`config.mk`:
```
export PLATFORM = sky130hd
export DESIGN_NAME = bsg_min_tag_sched
export DESIGN_NICKNAME = d
export VERILOG_FILES = /design/src/rtl/bsg_min_tag_sched.sv
export SDC_FILE = /design/constraint.sdc
export NUM_CORES = 1
export LEC_CHECK = 0
export ABC_AREA = 1
export CORE_MARGIN = 2
export CORE_UTILIZATION = 46
export DETAILED_ROUTE_END_ITERATION = 10
export PLACE_DENSITY = 0.76
export SLEW_MARGIN = 20
export SYNTH_ARGS = -nofsm -noshare
export SYNTH_HDL_FRONTEND = slang
export SYNTH_SLANG_ARGS = --single-unit
```
`constraint.sdc`:
```
create_clock -name clk_i -period 2.6 [get_ports clk_i]
set_input_delay 0.52 -clock clk_i [delete_from_list [all_inputs] [get_ports clk_i]]
set_output_delay 0.52 -clock clk_i [all_outputs]
set_load 0.05 [all_outputs]
```
`src/rtl/bsg_min_tag_sched.sv`:
```
// bsg_min_tag_sched: minimum-tag scheduler with one time-shared comparator.
// On any valid request the block snapshots all valids and tags, walks every
// requester with a single less-than comparator (one per cycle), then presents
// the lowest-tag requester (lowest index on ties) until the consumer accepts.
//
// Ports:
//   clk_i      - clock
//   reset_n_i  - synchronous active-low reset
//   v_i        - per-requester valid [els_p]
//   tag_i      - packed tags, requester k at [k*width_p +: width_p]
//   yumi_o     - one-hot acknowledge to the granted requester (combinational)
//   v_o        - winner valid
//   id_o       - winner index
//   tag_o      - winner tag
//   yumi_i     - consumer accepts the winner
//
// Build option: define BSG_MIN_TAG_SCHED_SIGNED_EN for two's-complement tag
// comparison; otherwise tags compare unsigned. Ports and timing are identical.

module bsg_min_tag_sched #(
    parameter int els_p   = 4,
    parameter int width_p = 16
) (
    input  logic                       clk_i,
    input  logic                       reset_n_i,
    input  logic [els_p-1:0]           v_i,
    input  logic [els_p*width_p-1:0]   tag_i,
    output logic [els_p-1:0]           yumi_o,
    output logic                       v_o,
    output logic [$clog2(els_p)-1:0]   id_o,
    output logic [width_p-1:0]         tag_o,
    input  logic                       yumi_i
);

    localparam int unsigned id_w_lp  = $clog2(els_p);
    localparam int unsigned tags_w_lp = els_p * width_p;

    typedef enum logic [1:0] {
        IDLE  = 2'd0,
        SCAN  = 2'd1,
        GRANT = 2'd2
    } state_e;

    state_e                 state_q,    state_d;
    logic [els_p-1:0]       mask_q,     mask_d;
    logic [tags_w_lp-1:0]   tag_q,      tag_d;
    logic [id_w_lp-1:0]     idx_q,      idx_d;
    logic                   best_v_q,   best_v_d;
    logic [id_w_lp-1:0]     best_id_q,  best_id_d;
    logic [width_p-1:0]     best_tag_q, best_tag_d;
    logic                   v_q,        v_d;

    logic [width_p-1:0]     cand_tag;
    logic                   cand_v;
    logic                   cand_lt;
    logic                   scan_last;

    // Candidate selection: mux the snapshot entry addressed by idx_q.
    always_comb begin
        cand_tag = '0;
        for (int k = 0; k < els_p; k++) begin
            if (idx_q == id_w_lp'(k)) begin
                cand_tag = tag_q[k*width_p +: width_p];
            end
        end
        cand_v    = mask_q[idx_q];
        scan_last = (idx_q == id_w_lp'(els_p - 1));
    end

    // The single shared comparator.
`ifdef BSG_MIN_TAG_SCHED_SIGNED_EN
    always_comb cand_lt = ($signed(cand_tag) < $signed(best_tag_q));
`else
    always_comb cand_lt = (cand_tag < best_tag_q);
`endif

    // Next-state and datapath updates.
    always_comb begin
        state_d    = state_q;
        mask_d     = mask_q;
        tag_d      = tag_q;
        idx_d      = idx_q;
        best_v_d   = best_v_q;
        best_id_d  = best_id_q;
        best_tag_d = best_tag_q;

        unique case (state_q)
            IDLE: begin
                if (|v_i) begin
                    mask_d     = v_i;
                    tag_d      = tag_i;
                    idx_d      = '0;
                    best_v_d   = 1'b0;
                    best_id_d  = '0;
                    best_tag_d = '0;
                    state_d    = SCAN;
                end
            end
            SCAN: begin
                // Strict less-than: equal tags keep the earlier (lower) index.
                if (cand_v && (!best_v_q || cand_lt)) begin
                    best_v_d   = 1'b1;
                    best_id_d  = idx_q;
                    best_tag_d = cand_tag;
                end
                if (scan_last) begin
                    idx_d   = '0;
                    state_d = GRANT;
                end else begin
                    idx_d = idx_q + id_w_lp'(1);
                end
            end
            GRANT: begin
                if (yumi_i) begin
                    state_d = IDLE;
                end
            end
            default: begin
                state_d = IDLE;
            end
        endcase

        v_d = (state_d == GRANT);
    end

    // State and datapath registers.
    always_ff @(posedge clk_i) begin
        if (!reset_n_i) begin
            state_q    <= IDLE;
            mask_q     <= '0;
            tag_q      <= '0;
            idx_q      <= '0;
            best_v_q   <= 1'b0;
            best_id_q  <= '0;
            best_tag_q <= '0;
            v_q        <= 1'b0;
        end else begin
            state_q    <= state_d;
            mask_q     <= mask_d;
            tag_q      <= tag_d;
            idx_q      <= idx_d;
            best_v_q   <= best_v_d;
            best_id_q  <= best_id_d;
            best_tag_q <= best_tag_d;
            v_q        <= v_d;
        end
    end

    assign v_o   = v_q;
    assign id_o  = best_id_q;
    assign tag_o = best_tag_q;

    // Acknowledge is gated by reset so an abort in GRANT never pulses yumi_o.
    always_comb begin
        yumi_o = '0;
        if (v_q && yumi_i && reset_n_i) begin
            yumi_o[best_id_q] = 1'b1;
        end
    end

endmodule

```
# Word-level counts from Yosys, hierarchy flattened
# Cells that the tools add are included.
dict set report totals {
  reg_bits 92
  in_bits 71
  output_inout_bits 23
}
dict set report classes {
  n_addsub 1
  order_cmp 4
  n_eq_ne 8
  mux 24
  n_reduce_logical 13
}
# cell count
set ops {}
lappend ops {{$mux W16} 6}
lappend ops {{$pmux W16 S2} 1}
lappend ops {{$lt A16 B16 Y1} 1}
lappend ops {{$mux W2} 6}
lappend ops {{$eq A2 B2 Y1 const B} 4}
lappend ops {{$pmux W2 S2} 2}
lappend ops {{$lt A2 B3 Y1 const B} 2}
lappend ops {{$pmux W2 S3} 1}
lappend ops {{$eq A2 B1 Y1 const B} 2}
lappend ops {{$logic_and A1 B1 Y1} 4}
lappend ops {{$logic_not A2 Y1} 2}
lappend ops {{$mux W1} 4}
lappend ops {{$mux W4} 1}
lappend ops {{$ne A2 B2 Y1 const B} 2}
lappend ops {{$reduce_and A2 Y1} 2}
lappend ops {{$reduce_or A4 Y1} 1}
lappend ops {{$reduce_and A3 Y1} 1}
lappend ops {{$add A2 B1 Y2 const B} 1}
lappend ops {{$bmux W1 S2} 1}
lappend ops {{$demux W1 S2} 1}
lappend ops {{$ge A2 B1 Y1 const B} 1}
lappend ops {{$pmux W1 S2} 1}
lappend ops {{$reduce_bool A2 Y1} 1}
lappend ops {{$logic_not A1 Y1} 1}
lappend ops {{$logic_or A1 B1 Y1} 1}

# Depth between registers and ports, before layout
# Gate-level depths: netlist (run 1).
dict set report depth {
  word_depth 10
  ltp_mapped 23
}

# Worst setup path before layout (run 1)
# No wires, ideal clock.
dict set report synth_timing {
  path_kind {reg2reg}
  startpoint {register idx_q[1]}
  endpoint {register best_id_q[0], in the netlist id_o[0]}
  arrival_time_ns 2.663
  path_slack_ns -0.204
  path_stages_with_launch 22
  n_path_buf 3
  period_less_slack_ns 2.804
  path_cell_list {dfxtp_1 -> inv_2 -> ha_1 -> buf_6 -> clkinv_4 -> clkbuf_1 -> nand3_1 -> nand2_1 -> o21ai_0 -> a21oi_1 -> ha_1 -> nand2_1 -> inv_1 -> nand3_1 -> a31oi_1 -> nor2_1 -> nand2_2 -> nand2_4 -> nand2_8 -> buf_12 -> nand3_2 -> a21oi_2}
}
dict set report synth_between {
  elab_chain_cells 10
  elab_cells_between_ends 15
  classes_between {order compare (1); eq/ne (4); mux (6); reduce/logical (4)}
}
# item line
set synth_rtl {}
lappend synth_rtl {{from (decl)} 47} ;# logic [id_w_lp-1:0] idx_q, idx_d;
lappend synth_rtl {{from (signal assigned)} 141} ;# idx_q <= idx_d;
lappend synth_rtl {{$logic_not A2 Y1} 62} ;# if (idx_q == id_w_lp'(k)) begin
lappend synth_rtl {{$mux W16 (4 in a row)} 62}
lappend synth_rtl {{$lt A16 B16 Y1} 74} ;# always_comb cand_lt = (cand_tag < best_tag_q);
lappend synth_rtl {{$logic_or A1 B1 Y1} 101} ;# if (cand_v && (!best_v_q || cand_lt)) begin
lappend synth_rtl {{$logic_and A1 B1 Y1 (*)} 101}
lappend synth_rtl {{$ne A2 B2 Y1 (no line) (*)} n/a}
lappend synth_rtl {{$reduce_and A3 Y1 (no line) (*)} n/a}
lappend synth_rtl {{to (signal assigned)} 143} ;# best_id_q <= best_id_d;
lappend synth_rtl {{to (decl)} 49} ;# logic [id_w_lp-1:0] best_id_q, best_id_d;
# Mark *: on every way between the ends. The rest lies on a longest branch, timed or not. The select of a mux whose other input is x is not followed.
# A chain may end at the register's enable or synchronous reset.

# Worst setup path after layout (run 1)
# Ends and elaborated chain as after synthesis.

==> results.yml, run 1 <==
die:
  initial_core_util: 0.478
  die_h_um: 102
  rows: 35
  coreArea_um2: 9330
  pin_count: 94
  die_area_um2: 10500
  die_x_um: 102
cells_and_area:
  fillerInstances: 695
  final_cell_mix: "nor2_1 (152), dfxtp_1 (90), clkdlybuf4s50_1 (89)"
  fin_nets: 818
  finalNonFillerCells: 862
  area_growth_pct: 50.7
  diodes: 0
  final_common_cell: "nor2_1"
  drive_gt1_frac: 0.278
drt:
  vias_per_cell: 5.61
  drc_errors: 0
  routedWlPerCell_um: 17.5
  first_pass_iters: 5
  antenna_left: 0
  wl_mm: 15.1
  drtIter0Drc: 392
  vias: 4832
worst_setup_path:
  cp-end-kind: "register"
  arrival_ns: 3.14
  worst-r2r-setup-slack_ns: -0.24
  cp_max_fo: 8
  startpoint_type: "register"
  crit_type: "reg2reg"
  required_ns: 2.90
  critical_path.endpoint: "id_o[0]"
  startpoint: "idx_q[1]"
  worstReg2RegStart: "idx_q[1]"
  reg2reg_depth: 18
  r2r_end: "id_o[0]"
synth:
  synth_fp_nets: 688
  netlist_area_um2: 4460
  async_flop_share: 0
  ys_ff_latch: 92
  ys_types: 30
  yosys_warnings: 0
  synth_area_per_cell_um2: 7.45
  synth_cells: 598
  synth_edf_count: 0
  synth_top_flop_cell: "dfxtp_1"
  ys_seq_area_frac: 0.413
timing:
  whs_ns: 0.479
  post-route-period-util: 1.09
  finalHoldViolations: 0
  fmax_mhz: 352
  grt_setup_unrepaired: "yes"
  worst-slew-pin-transition_ns: 0.932
  fin_crit_ns: 2.84
  finalSetupViolCount: 19
  slew_headroom: 0.379
  maxSlewViolCount: 0
  worst_slack_ns: -0.237
  fin_skew_ns: 0.0107
placed_design:
  gp_congestion: 0.873
  port-buffer-count: 93
  dp.cells: 815
  post-dp-hpwl_mm: 9.09
cts:
  cts_inserted_buffers: 9
  clockBufferDepth: 2
  clock_latency_ns: 0.37
  cts-root-buf: "clkbuf_8"
  h-tree-depth: 3
  cts.sinks: 92
  cts_tree: "yes"
  clk_pin_slew_ns: 0.08
global_routing:
  grt_max_degree: 68
  grt_overflow: 0
  grt_usage: 0.259
  antenna_found_initial: 0
  grt_first_pass_wirelength_mm: 21.2
  grt_pass1_vias: 4563
status:
  outcome: "finished with violations"
  violations: "negative setup slack"
pwr:
  power.density_nw_per_um2: 558
  ir_worst_vdd_mv: 0.288
  power.total_mw: 3.75
  p_leak_nw: 2.62
job:
  maxCapViolCount: 0
worst_hold_path:
  hp-class: "reg2reg"
how the worst min path moves through the flow:
stage	to	slack, ns	cells after the start	start
floorplan	mask_q[1]	0.43	2	mask_q[1]
global placement	mask_q[0]	0.46	2	mask_q[0]
detailed placement	mask_q[0]	0.46	2	mask_q[0]
CTS	mask_q[0]	0.48	2	mask_q[0]
global route	mask_q[0]	0.51	2	mask_q[0]
finish	mask_q[0]	0.48	2	mask_q[0]
final cells by class:
type                       count  area, µm²  share of cell area
sequential                    92       1850               0.275
clock inverter                 4       30.0             0.00447
clock buffer                  12        165              0.0246
timing repair buffer         154       1630               0.243
timing repair inverter         1       8.76             0.00130
tap                          129        161              0.0240
inverter                      33        154              0.0229
multi-input combinational    437       2720               0.404
metrics by stage:
stage | TNS (ns) | instance area [µm²] | setup WS (ns) | util
after floorplan | 0 | 4500 | 0.00582 | -
after global routing | -5.51 | 6720 | -0.322 | 0.720
after global placement | -0.714 | 5750 | -0.0554 | 0.616
after detailed placement | -2.29 | 5750 | -0.188 | 0.616
after CTS | -0.579 | 6310 | -0.0581 | 0.676
final | -3.87 | 6720 | -0.237 | 0.720
registers in the layout, summed over array words and instances (netlist names):
signal	cells
idx_q	2
state_q	2
tag_q	64
best_v_q	1
tag_o	16
mask_q	4
id_o	2
v_o	1
timing repair:
item | CTS | global route
hold endpoints to repair | 0 | 0
setup buffers | 15 | 9
cloned | 4 | 4
resized for setup | 42 | 74
hold buffers | 0 | 0
setup endpoints to repair | 19 | 19
pin swaps | 19 | 33
cell usage after synthesis, types with 2 or more instances:
master | instances | area share
buf_12 | 2 | 0.0090
ha_1 | 19 | 0.053
a21oi_2 | 12 | 0.024
buf_2 | 5 | 0.0056
inv_2 | 3 | 0.0025
nand2_2 | 2 | 0.0028
buf_6 | 2 | 0.0051
nor3_1 | 4 | 0.0045
nor2_1 | 155 | 0.13
nand3_2 | 21 | 0.047
nand3_1 | 35 | 0.039
nand2_1 | 39 | 0.033
inv_1 | 28 | 0.024
a21oi_1 | 51 | 0.057
clkbuf_1 | 29 | 0.024
dfxtp_1 | 92 | 0.41
nor2_4 | 2 | 0.0051
o21ai_0 | 85 | 0.095
report_power, final:
group,switching (mW),internal [mW],total (mW)
Clock,0.519,0.430,0.950
Combinational,0.647,0.541,1.19
Sequential,0.0890,1.52,1.61
Total,1.26,2.49,3.75
critical path, cell delays in order, from the launching register on:
cell and delay, ns:
dfxtp_4 0.39, inv_4 0.05, ha_4 0.23, clkinv_8 0.08
nand3_2 0.08, nand2_2 0.11, o21ai_2 0.06, a21oi_2 0.18
ha_1 0.29, a21oi_2 0.23, nor2_2 0.08, a211oi_2 0.15
nand2_1 0.09, nand2_1 0.08, nand2_2 0.10, nand2_8 0.18
buf_12 0.15, nand3_2 0.06, a21oi_2 0.16
layer usage:
layer	global-route usage	part of all wire
met4	0.126	0.050
met3	0.0383	0.064
met5	0	0
met2	0.453	0.50
met1	0.309	0.39
cells by family after synthesis:
group,Yosys count,synth area share
buffers and inverters,72,0.0750
AO/OA/AOI/OAI,153,0.186
AND/OR/NAND/NOR,262,0.272
flip-flops,92,0.413
adder cells (fa/ha/maj),19,0.0533
(Power assumes the default switching activity.)
==> run 2, diff against run 1 <==
Settings changed: CTS_CLUSTER_SIZE set to 30, SLEW_MARGIN 20 to not set.
==> results of run 2 <==
The final DEF is identical to that of run 1; final timing and power are the same.
==> run 3, diff against run 2 <==
Settings changed: MAX_ROUTING_LAYER set to met4.
==> results.yml, run 3 (synthesized netlist as in run 1, its figures left out) <==
die:
  die_x_um: 102
  die_h_um: 102
  die_area_um2: 10500
  initial_core_util: 0.478
  pin_count: 94
  coreArea_um2: 9330
  rows: 35
cells_and_area:
  area_growth_pct: 50.8
  diodes: 0
  final_common_cell: "nor2_1"
  multi_input_area_um2: 2720
  largest_register_ffs: 64
  largest_register: "tag_q"
  drive_gt1_frac: 0.278
  fillerInstances: 703
  fin_nets: 818
  final_util: 0.721
  seqCellArea_um2: 1850
  final_cell_mix: "nor2_1 (152), dfxtp_1 (90), clkdlybuf4s50_1 (89)"
worst_setup_path:
  crit_chain: "inv_4 > ha_4 > clkinv_8 > buf_4 > nand3_1 > nand2_1 > o21ai_0 > a21oi_2 > ha_1 > nand4_1 > a31oi_1 > nor2_1 > nand2_2 > nand2_8 > nand2_4 > nand3_1 > a21oi_1"
  crit_family: "simple AND/OR/NAND/NOR gates"
  crit_type: "reg2reg"
  crit_path_top_delay_cell: "dfxtp_4"
  arrival_ns: 3.23
  required_ns: 2.91
  cp-end-kind: "register"
  cp_max_fo: 8
  cp_num_buf_inv: 3
  max_stage_delay_ns: 0.37
  startpoint_type: "register"
  cpMostUsedCell: "nand3_1"
pwr:
  power_frac_comb: 0.316
  clock_power_share: 0.255
  p_int_mw: 2.50
  power.density_nw_per_um2: 558
  p_leak_nw: 2.62
  p_seq_frac: 0.429
  ir_worst_vdd_mv: 0.303
  switching_share: 0.335
  netSwitchingPower_mw: 1.26
drt:
  vias: 4820
  wl_mm: 15.0
  vias_per_cell: 5.59
  antenna_left: 0
  drc_errors: 0
  first_pass_iters: 5
  drtIter0Drc: 302
  routedWlPerCell_um: 17.4
timing:
  fin_skew_ns: 0.0114
  finalSetupViolCount: 19
  fin_crit_ns: 2.91
  worst_slack_ns: -0.311
  fmax_mhz: 344
  post-route-period-util: 1.12
  grt_setup_unrepaired: "yes"
  finalHoldViolations: 0
  maxSlewViolCount: 0
  slew_headroom: 0.387
  worst-slew-pin-transition_ns: 0.919
placed_design:
  post-dp-hpwl_mm: 9.09
  port-buffer-count: 93
  gp_congestion: 0.887
  post-place-ws_ns: -0.188
worst_hold_path:
  hp-class: "reg2reg"
status:
  outcome: "finished with violations"
  violations: "negative setup slack"
global_routing:
  grt_max_degree: 68
  grt_first_pass_wirelength_mm: 21.2
  grt_pass1_vias: 4558
  grt_usage: 0.267
  antenna_found_initial: 0
  grt_overflow: 0
job:
  maxCapViolCount: 0
cts:
  cts_inserted_buffers: 9
  h-tree-depth: 3
  cts-root-buf: "clkbuf_8"
  cts.sinks: 92
  cts_tree: "yes"
  clk_pin_slew_ns: 0.10
  clock_latency_ns: 0.38
  clockBufferDepth: 2
## run 3: cell counts in the layout (fill, tap and decap cells not counted)
No cell type changed its count.
## run 3: layout make-up
type | instances | share of cell area
clock buffers | 12 | 0.0246
clock inverters | 4 | 0.00447
inverters | 33 | 0.0229
multi-input cells | 437 | 0.405
flip-flops and latches | 92 | 0.275
well taps | 129 | 0.0240
repair buffers | 154 | 0.243
repair inverters | 1 | 0.00130
## run 3: power groups by stage
| stage | Clock (mW) | Combinational (mW) | Sequential [mW] |
|---|---|---|---|
| 6_report | 0.957 | 1.19 | 1.61 |
| 3_5_place_dp | 0 | 0.870 | 1.62 |
| 5_1_grt | 1.02 | 1.27 | 1.62 |
| 2_1_floorplan | 0 | 0.512 | 1.62 |
| 4_1_cts | 0.956 | 0.987 | 1.60 |
| 3_3_place_gp | 0 | 0.844 | 1.62 |
## run 3: through the flow
stage,cells,hold slack [ns],total power [mW],cell area [µm²],TNS (ns)
after global routing,862,0.510,3.91,6720,-5.92
after detailed placement,815,0.464,2.49,5750,-2.29
after CTS,850,0.478,3.54,6310,-0.579
after global placement,815,0.459,2.46,5750,-0.714
final,862,0.478,3.75,6720,-4.77
after floorplan,598,0.430,2.14,4500,0
## run 3: worst min-delay path, stage by stage (launching register included)
cell,delay [ns]
dfxtp_1,0.32
nand2_1,0.06
a21oi_1,0.05
## run 3: path summary, 6_finish.rpt
path | start | endpoint | slack (ns) | cells past startpoint
hold reg to reg | mask_q[0] | mask_q[0] | 0.48 | 2
hold / removal | mask_q[0] | mask_q[0] | 0.48 | 2
setup reg to reg | idx_q[1] | tag_o[2] | -0.31 | 17
setup / recovery | idx_q[1] | tag_o[2] | -0.31 | 17
## run 3: repair_timing
| action | in CTS | in global routing |
|---|---|---|
| setup buffers | 15 | 9 |
| hold buffers | 0 | 0 |
| resized for setup | 42 | 74 |
| cloned | 4 | 4 |
| pin swaps | 19 | 33 |
| setup endpoints to repair | 19 | 19 |
## run 3: metal layers
layer / part of all wire / wire [µm] / global-route usage / vias to the layer above
met2: 0.49 / 7260 / 0.453 / 248
met4: 0.050 / 753 / 0.126 / 0
met5: 0 / 0 / - / -
met1: 0.40 / 5910 / 0.309 / 2261
met3: 0.069 / 1030 / 0.0383 / 65
li1: - / - / - / 2246
